<file path="src/rtl/pe_ctrl_pkg.sv">
// pe_ctrl_pkg: shared definitions for the PE sequencer slice.
//   - default widths for operands, accumulator and length field
//   - default PE pipeline latency
//   - sequencer state enumeration
package pe_ctrl_pkg;

    localparam int DATA_W_DEF     = 8;
    localparam int ACC_W_DEF      = 32;
    localparam int LEN_W_DEF      = 16;
    localparam int PE_LATENCY_DEF = 1;

    typedef enum logic [2:0] {
        ST_IDLE,
        ST_CLEAR,
        ST_RUN,
        ST_DRAIN,
        ST_OUTPUT
    } state_e;

endpackage

</file>
<file path="src/rtl/pe_sequencer.sv">
// pe_sequencer: drives one processing-element MAC through a dot product.
//   A command (i_start/i_length) clears the PE accumulator, streams i_length
//   operand pairs into the PE under valid/ready, waits out the PE latency, then
//   presents the captured result and sticky overflow on a valid/ready port.
// Ports:
//   clk, i_reset (sync, active-low)
//   i_start, i_length, o_busy                          command / status
//   i_a_data, i_b_data, i_operand_valid, o_operand_ready operand stream
//   o_pe_a, o_pe_b, o_pe_enable, o_pe_clear,
//   i_pe_result, i_pe_overflow                         PE connection
//   o_result, o_overflow, o_result_valid, i_result_ready result stream
module pe_sequencer
    import pe_ctrl_pkg::*;
#(
    parameter int DATA_W     = DATA_W_DEF,
    parameter int ACC_W      = ACC_W_DEF,
    parameter int LEN_W      = LEN_W_DEF,
    parameter int PE_LATENCY = PE_LATENCY_DEF
) (
    input  logic              clk,
    input  logic              i_reset,
    input  logic              i_start,
    input  logic [LEN_W-1:0]  i_length,
    input  logic [DATA_W-1:0] i_a_data,
    input  logic [DATA_W-1:0] i_b_data,
    input  logic              i_operand_valid,
    output logic              o_operand_ready,
    output logic [DATA_W-1:0] o_pe_a,
    output logic [DATA_W-1:0] o_pe_b,
    output logic              o_pe_enable,
    output logic              o_pe_clear,
    input  logic [ACC_W-1:0]  i_pe_result,
    input  logic              i_pe_overflow,
    output logic [ACC_W-1:0]  o_result,
    output logic              o_overflow,
    output logic              o_result_valid,
    input  logic              i_result_ready,
    output logic              o_busy
);

    // Drain counter runs 0..PE_LATENCY; sized so PE_LATENCY=0 still works.
    localparam int                DRAIN_W    = $clog2(PE_LATENCY + 2);
    localparam logic [DRAIN_W-1:0] DRAIN_LAST = DRAIN_W'(PE_LATENCY);

    state_e             state_q, state_d;
    logic [LEN_W-1:0]   len_q, len_d;
    logic [LEN_W-1:0]   count_q, count_d;
    logic [DRAIN_W-1:0] drain_q, drain_d;
    logic               ovf_q, ovf_d;       // sticky overflow of the running op
    logic [DATA_W-1:0]  pe_a_q, pe_a_d;
    logic [DATA_W-1:0]  pe_b_q, pe_b_d;
    logic               pe_enable_q, pe_enable_d;
    logic               pe_clear_q, pe_clear_d;
    logic [ACC_W-1:0]   result_q, result_d;
    logic               overflow_q, overflow_d;
    logic               result_valid_q, result_valid_d;

    logic               operand_ready;
    logic               xfer;

    always_comb begin
        // NOTE: every signal assigned here gets a default first, so no path
        // leaves one unassigned and no latch is inferred.
        state_d        = state_q;
        len_d          = len_q;
        count_d        = count_q;
        drain_d        = drain_q;
        ovf_d          = ovf_q;
        pe_a_d         = pe_a_q;
        pe_b_d         = pe_b_q;
        pe_enable_d    = 1'b0;   // enable and clear are single-cycle pulses
        pe_clear_d     = 1'b0;
        result_d       = result_q;
        overflow_d     = overflow_q;
        result_valid_d = result_valid_q;

        operand_ready  = (state_q == ST_RUN) && (count_q < len_q);
        xfer           = operand_ready && i_operand_valid;

        unique case (state_q)
            ST_IDLE: begin
                if (i_start) begin
                    len_d      = i_length;
                    count_d    = '0;
                    drain_d    = '0;
                    ovf_d      = 1'b0;
                    pe_clear_d = 1'b1;   // registered: high during CLEAR
                    state_d    = ST_CLEAR;
                end
            end
            ST_CLEAR: begin
                state_d = (len_q == '0) ? ST_DRAIN : ST_RUN;
            end
            ST_RUN: begin
                ovf_d = ovf_q | i_pe_overflow;
                if (xfer) begin
                    pe_a_d      = i_a_data;
                    pe_b_d      = i_b_data;
                    pe_enable_d = 1'b1;
                    count_d     = count_q + LEN_W'(1);
                    if (count_q + LEN_W'(1) == len_q) begin
                        state_d = ST_DRAIN;
                    end
                end
            end
            ST_DRAIN: begin
                ovf_d = ovf_q | i_pe_overflow;
                if (drain_q == DRAIN_LAST) begin
                    // Capture cycle: PE output now reflects the last term.
                    drain_d        = '0;
                    result_d       = i_pe_result;
                    overflow_d     = ovf_q | i_pe_overflow;
                    result_valid_d = 1'b1;
                    state_d        = ST_OUTPUT;
                end else begin
                    drain_d = drain_q + DRAIN_W'(1);
                end
            end
            ST_OUTPUT: begin
                if (i_result_ready) begin
                    result_valid_d = 1'b0;
                    state_d        = ST_IDLE;
                end
            end
            default: state_d = ST_IDLE;
        endcase
    end

    always_ff @(posedge clk) begin
        // NOTE: state is updated with non-blocking assignments so every flop
        // samples the values from before this edge.
        if (!i_reset) begin
            // Data registers are reset too: every output must read 0 after reset.
            state_q        <= ST_IDLE;
            len_q          <= '0;
            count_q        <= '0;
            drain_q        <= '0;
            ovf_q          <= 1'b0;
            pe_a_q         <= '0;
            pe_b_q         <= '0;
            pe_enable_q    <= 1'b0;
            pe_clear_q     <= 1'b0;
            result_q       <= '0;
            overflow_q     <= 1'b0;
            result_valid_q <= 1'b0;
        end else begin
            state_q        <= state_d;
            len_q          <= len_d;
            count_q        <= count_d;
            drain_q        <= drain_d;
            ovf_q          <= ovf_d;
            pe_a_q         <= pe_a_d;
            pe_b_q         <= pe_b_d;
            pe_enable_q    <= pe_enable_d;
            pe_clear_q     <= pe_clear_d;
            result_q       <= result_d;
            overflow_q     <= overflow_d;
            result_valid_q <= result_valid_d;
        end
    end

    assign o_operand_ready = operand_ready;
    assign o_pe_a          = pe_a_q;
    assign o_pe_b          = pe_b_q;
    assign o_pe_enable     = pe_enable_q;
    assign o_pe_clear      = pe_clear_q;
    assign o_result        = result_q;
    assign o_overflow      = overflow_q;
    assign o_result_valid  = result_valid_q;
    assign o_busy          = (state_q != ST_IDLE);

endmodule

</file>
<file path="config.mk">
export PLATFORM = sky130hd
export DESIGN_NAME = pe_sequencer
export DESIGN_NICKNAME = d
export VERILOG_FILES = /design/src/rtl/pe_ctrl_pkg.sv /design/src/rtl/pe_sequencer.sv
export SDC_FILE = /design/constraint.sdc
export NUM_CORES = 1
export LEC_CHECK = 0
export CAP_MARGIN = 5
export CORE_ASPECT_RATIO = 1.4
export CORE_UTILIZATION = 51
export CTS_CLUSTER_SIZE = 30
export DETAILED_ROUTE_END_ITERATION = 6
export PLACE_DENSITY = 0.95
export SLEW_MARGIN = 20
export SYNTH_ARGS = -nofsm -noshare
export SYNTH_HDL_FRONTEND = slang
export SYNTH_SLANG_ARGS = --single-unit
</file>
<file path="constraint.sdc">
create_clock -name clk -period 6.8 [get_ports clk]
set_input_delay 1.36 -clock clk [delete_from_list [all_inputs] [get_ports clk]]
set_output_delay 1.36 -clock clk [all_outputs]
set_load 0.005 [all_outputs]
</file>
==> impl_metrics.py <==
metrics = {
    "layout": {
        "final_common_cell": "clkdlybuf4s50_1",
        "fin_nets": 734,
        "num_antenna_cells": 0,
        "final_cell_mix": "123 x clkdlybuf4s50_1, 119 x nand2_1, 90 x dfxtp_1, 76 x a21oi_1, 43 x nor2_1",
        "final_area_mm2": 0.00584,
        "syn2layout_area_growth_pct": 36.1,
        "drive_gt1_frac": 0.0506,
    },
    "synth": {
        "ys_ff_latch": 90,
        "synth_xor_area_frac": 0.0429,
        "synthTopCellsByArea": "dfxtp_1 42%, nand2_1 10%, a21oi_1 8.9%",
        "synthArstFlopShare": 0,
        "muxShareOfSynthArea": 0.0420,
        "synth_top_flop_cell": "dfxtp_1",
        "yosys_warnings": 0,
        "synth_nets": 633,
        "synth_adder_area_share": 0.0496,
        "synth_top_area_share": 0.420,
        "syn_area_per_cell_um2": 7.86,
        "synth_edf_count": 0,
        "seq_area_frac_synth": 0.420,
        "synth_top_family_by_area": "simple AND/OR/NAND/NOR gates",
        "synth_cell_types": 45,
        "yosys.area.top_type": "dfxtp_1",
        "synth_compound_area_frac": 0.146,
        "synthSimpleGateAreaFrac": 0.248,
        "syn-cell-area_mm2": 0.00429,
        "syn_inst": 546,
    },
    "global_routing": {
        "grt_pass1_vias": 4238,
        "grt_pass1_wl_um": 19200,
        "overflow": 0,
        "antenna_found_initial": 0,
        "grt_use_total": 0.277,
        "grt_max_degree": 66,
    },
    "power_and_ir_drop": {
        "vdd_drop_max_uv": 189,
        "cellPowerDensity_mw_per_mm2": 233,
        "total_power_mw": 1.36,
        "p_leak_nw": 2.19,
    },
    "run": {
        "cap_violations": 0,
    },
    "floorplanning": {
        "rows": 39,
        "die_y_um": 111,
        "fp.dieW_um": 79.5,
        "io-pin-count": 124,
        "core-area_mm2": 0.00815,
        "initial_core_util": 0.526,
        "dieArea_mm2": 0.00879,
    },
    "drt": {
        "wl_per_cell_um": 15.7,
        "drtPass1Iterations": 5,
        "ant_nets": 0,
        "via_per_inst": 5.80,
        "drtIter0Drc": 442,
        "routed_wl_um": 11900,
        "vias": 4374,
        "drcViolationCount": 0,
    },
    "clock_network": {
        "post_cts_buffers": 0,
        "cts_tree": "built",
        "htreeDepth": 3,
        "clock-sinks": 90,
        "cts_resized": 0,
        "cts_max_path_buffers": 2,
        "cts-root-buf": "clkbuf_16",
        "path_clk_slew_ps": 60,
        "clock_latency_ps": 340,
        "cts-hold-fix-buffers": 0,
        "cts-buffers-inserted": 9,
    },
    "critical_path": {
        "crit_chain": "ha_1, a211o_1, or3_1, o22ai_1, nor2_1, nor3b_1, clkdlybuf4s50_1",
        "start_kind": "flip-flop",
        "critPathBufInv": 1,
        "critPathArrivalTime_ps": 2680,
        "setup.worst_path.class": "reg2out",
        "worst-endpoint-required_ps": 5440,
        "end_kind": "output port",
        "cp_max_fo": 7,
        "cpLargestDelayFamily": "simple AND/OR/NAND/NOR gates",
        "cpPeakStageDelay_ps": 530,
        "cp_slowest_cell": "clkdlybuf4s50_1",
    },
    "sta": {
        "slew_viol_final": 0,
        "rsz0062_at_grt": "false",
        "clock_skew_ps": 8.16,
        "finalCritPeriodShare": 0.595,
        "slew_headroom": 0.537,
        "fin_crit_ps": 4040,
        "final-setup-viol-count": 0,
        "worst_pin_slew_ps": 693,
        "clock.fmax_ghz": 0.247,
        "hold_violations": 0,
        "tns_ps": 0,
    },
    "placed_design": {
        "finalWeightedCongestion": 0.901,
        "port_buffers": 123,
        "place_area_mm2": 0.00553,
        "dp_hpwl_um": 8280,
    },
    "hold_path": {
        "min_path_type": "reg2reg",
    },
    "status": {
        "status": "finished, final reports clean",
    },
}
==> final timing paths <==
path	slack, ps	startpoint	cells after the start	to
worst min register to register	440	drain_q[1]	2	drain_q[1]
worst max-delay path	2760	count_q[6]	7	o_operand_ready
worst max register to register	3610	len_q[14]	9	count_q[11]
worst min-delay path	440	drain_q[1]	2	drain_q[1]
==> routing by layer <==
| layer | track usage | part of all wire | up-vias |
|---|---|---|---|
| li1 | - | - | 2056 |
| met1 | 0.290 | 0.36 | 2014 |
| met2 | 0.472 | 0.51 | 235 |
| met4 | 0.181 | 0.054 | 0 |
| met3 | 0.0769 | 0.076 | 69 |
| met5 | 0 | 0 | - |
==> state kept, by name, indices dropped and copies added, names as in the netlist <==
name and flops:
o_result 32, o_result_valid 1, o_overflow 1, ovf_q 1
state_q 3, o_pe_clear 1, o_pe_b 8, drain_q 2
o_pe_enable 1, len_q 16, o_pe_a 8, count_q 16
==> per-stage QoR <==
step                      instances   util  hold WS, ps  worst slack, ps
after floorplan                 546      -          416             3710
after global placement          738  0.679          424             3170
after detailed placement        738  0.679          430             3120
after CTS                       754  0.716          439             2740
after global routing            754  0.716          444             2520
final                           754  0.716          437             2760
==> worst min-delay path: cells and delay by family, from the launching register on <==
kind,cells,cell delay [ps]
buffers and inverters,1,60
DFF,1,290
and+or+nand+nor,1,40
==> cells by family (layout without fill, tap and decap cells) <==
logic type,Yosys count,after routing
AND/OR/NAND/NOR,229,229
AO/OA/AOI/OAI,115,115
flip-flops,90,90
buffers and inverters,56,162
XOR/XNOR,21,21
multiplexers,18,18
adder cells (fa/ha/maj),17,17
==> Yosys cell counts (all sizes together) (4+ instances only) <==
library cell,instances
a21oi,76
or4,4
and3,6
mux2i,18
nor3,9
nor4,6
xor2,7
nand2,119
ha,17
dfxtp,90
o22ai,5
inv,20
xnor2,14
or3,12
buf,9
and2,4
a31oi,4
nor2,43
nand3,7
nand4,4
o21ai,20
clkbuf,27
==> report_power, final <==
group / internal, mW / switching, mW
Sequential: 0.553 / 0.0310
Combinational: 0.128 / 0.141
Clock: 0.304 / 0.201
Total: 0.986 / 0.373
==> final cells by class <==
cell class | count | area [um^2]
inverters | 20 | 75.1
flip-flops and latches | 90 | 1800
repair buffers | 126 | 1250
clock inverters | 4 | 50.0
multi-input cells | 400 | 2270
well taps | 102 | 128
clock buffers | 12 | 256
fillers | 553 | 2310
Power figures use the tool's default switching activity.
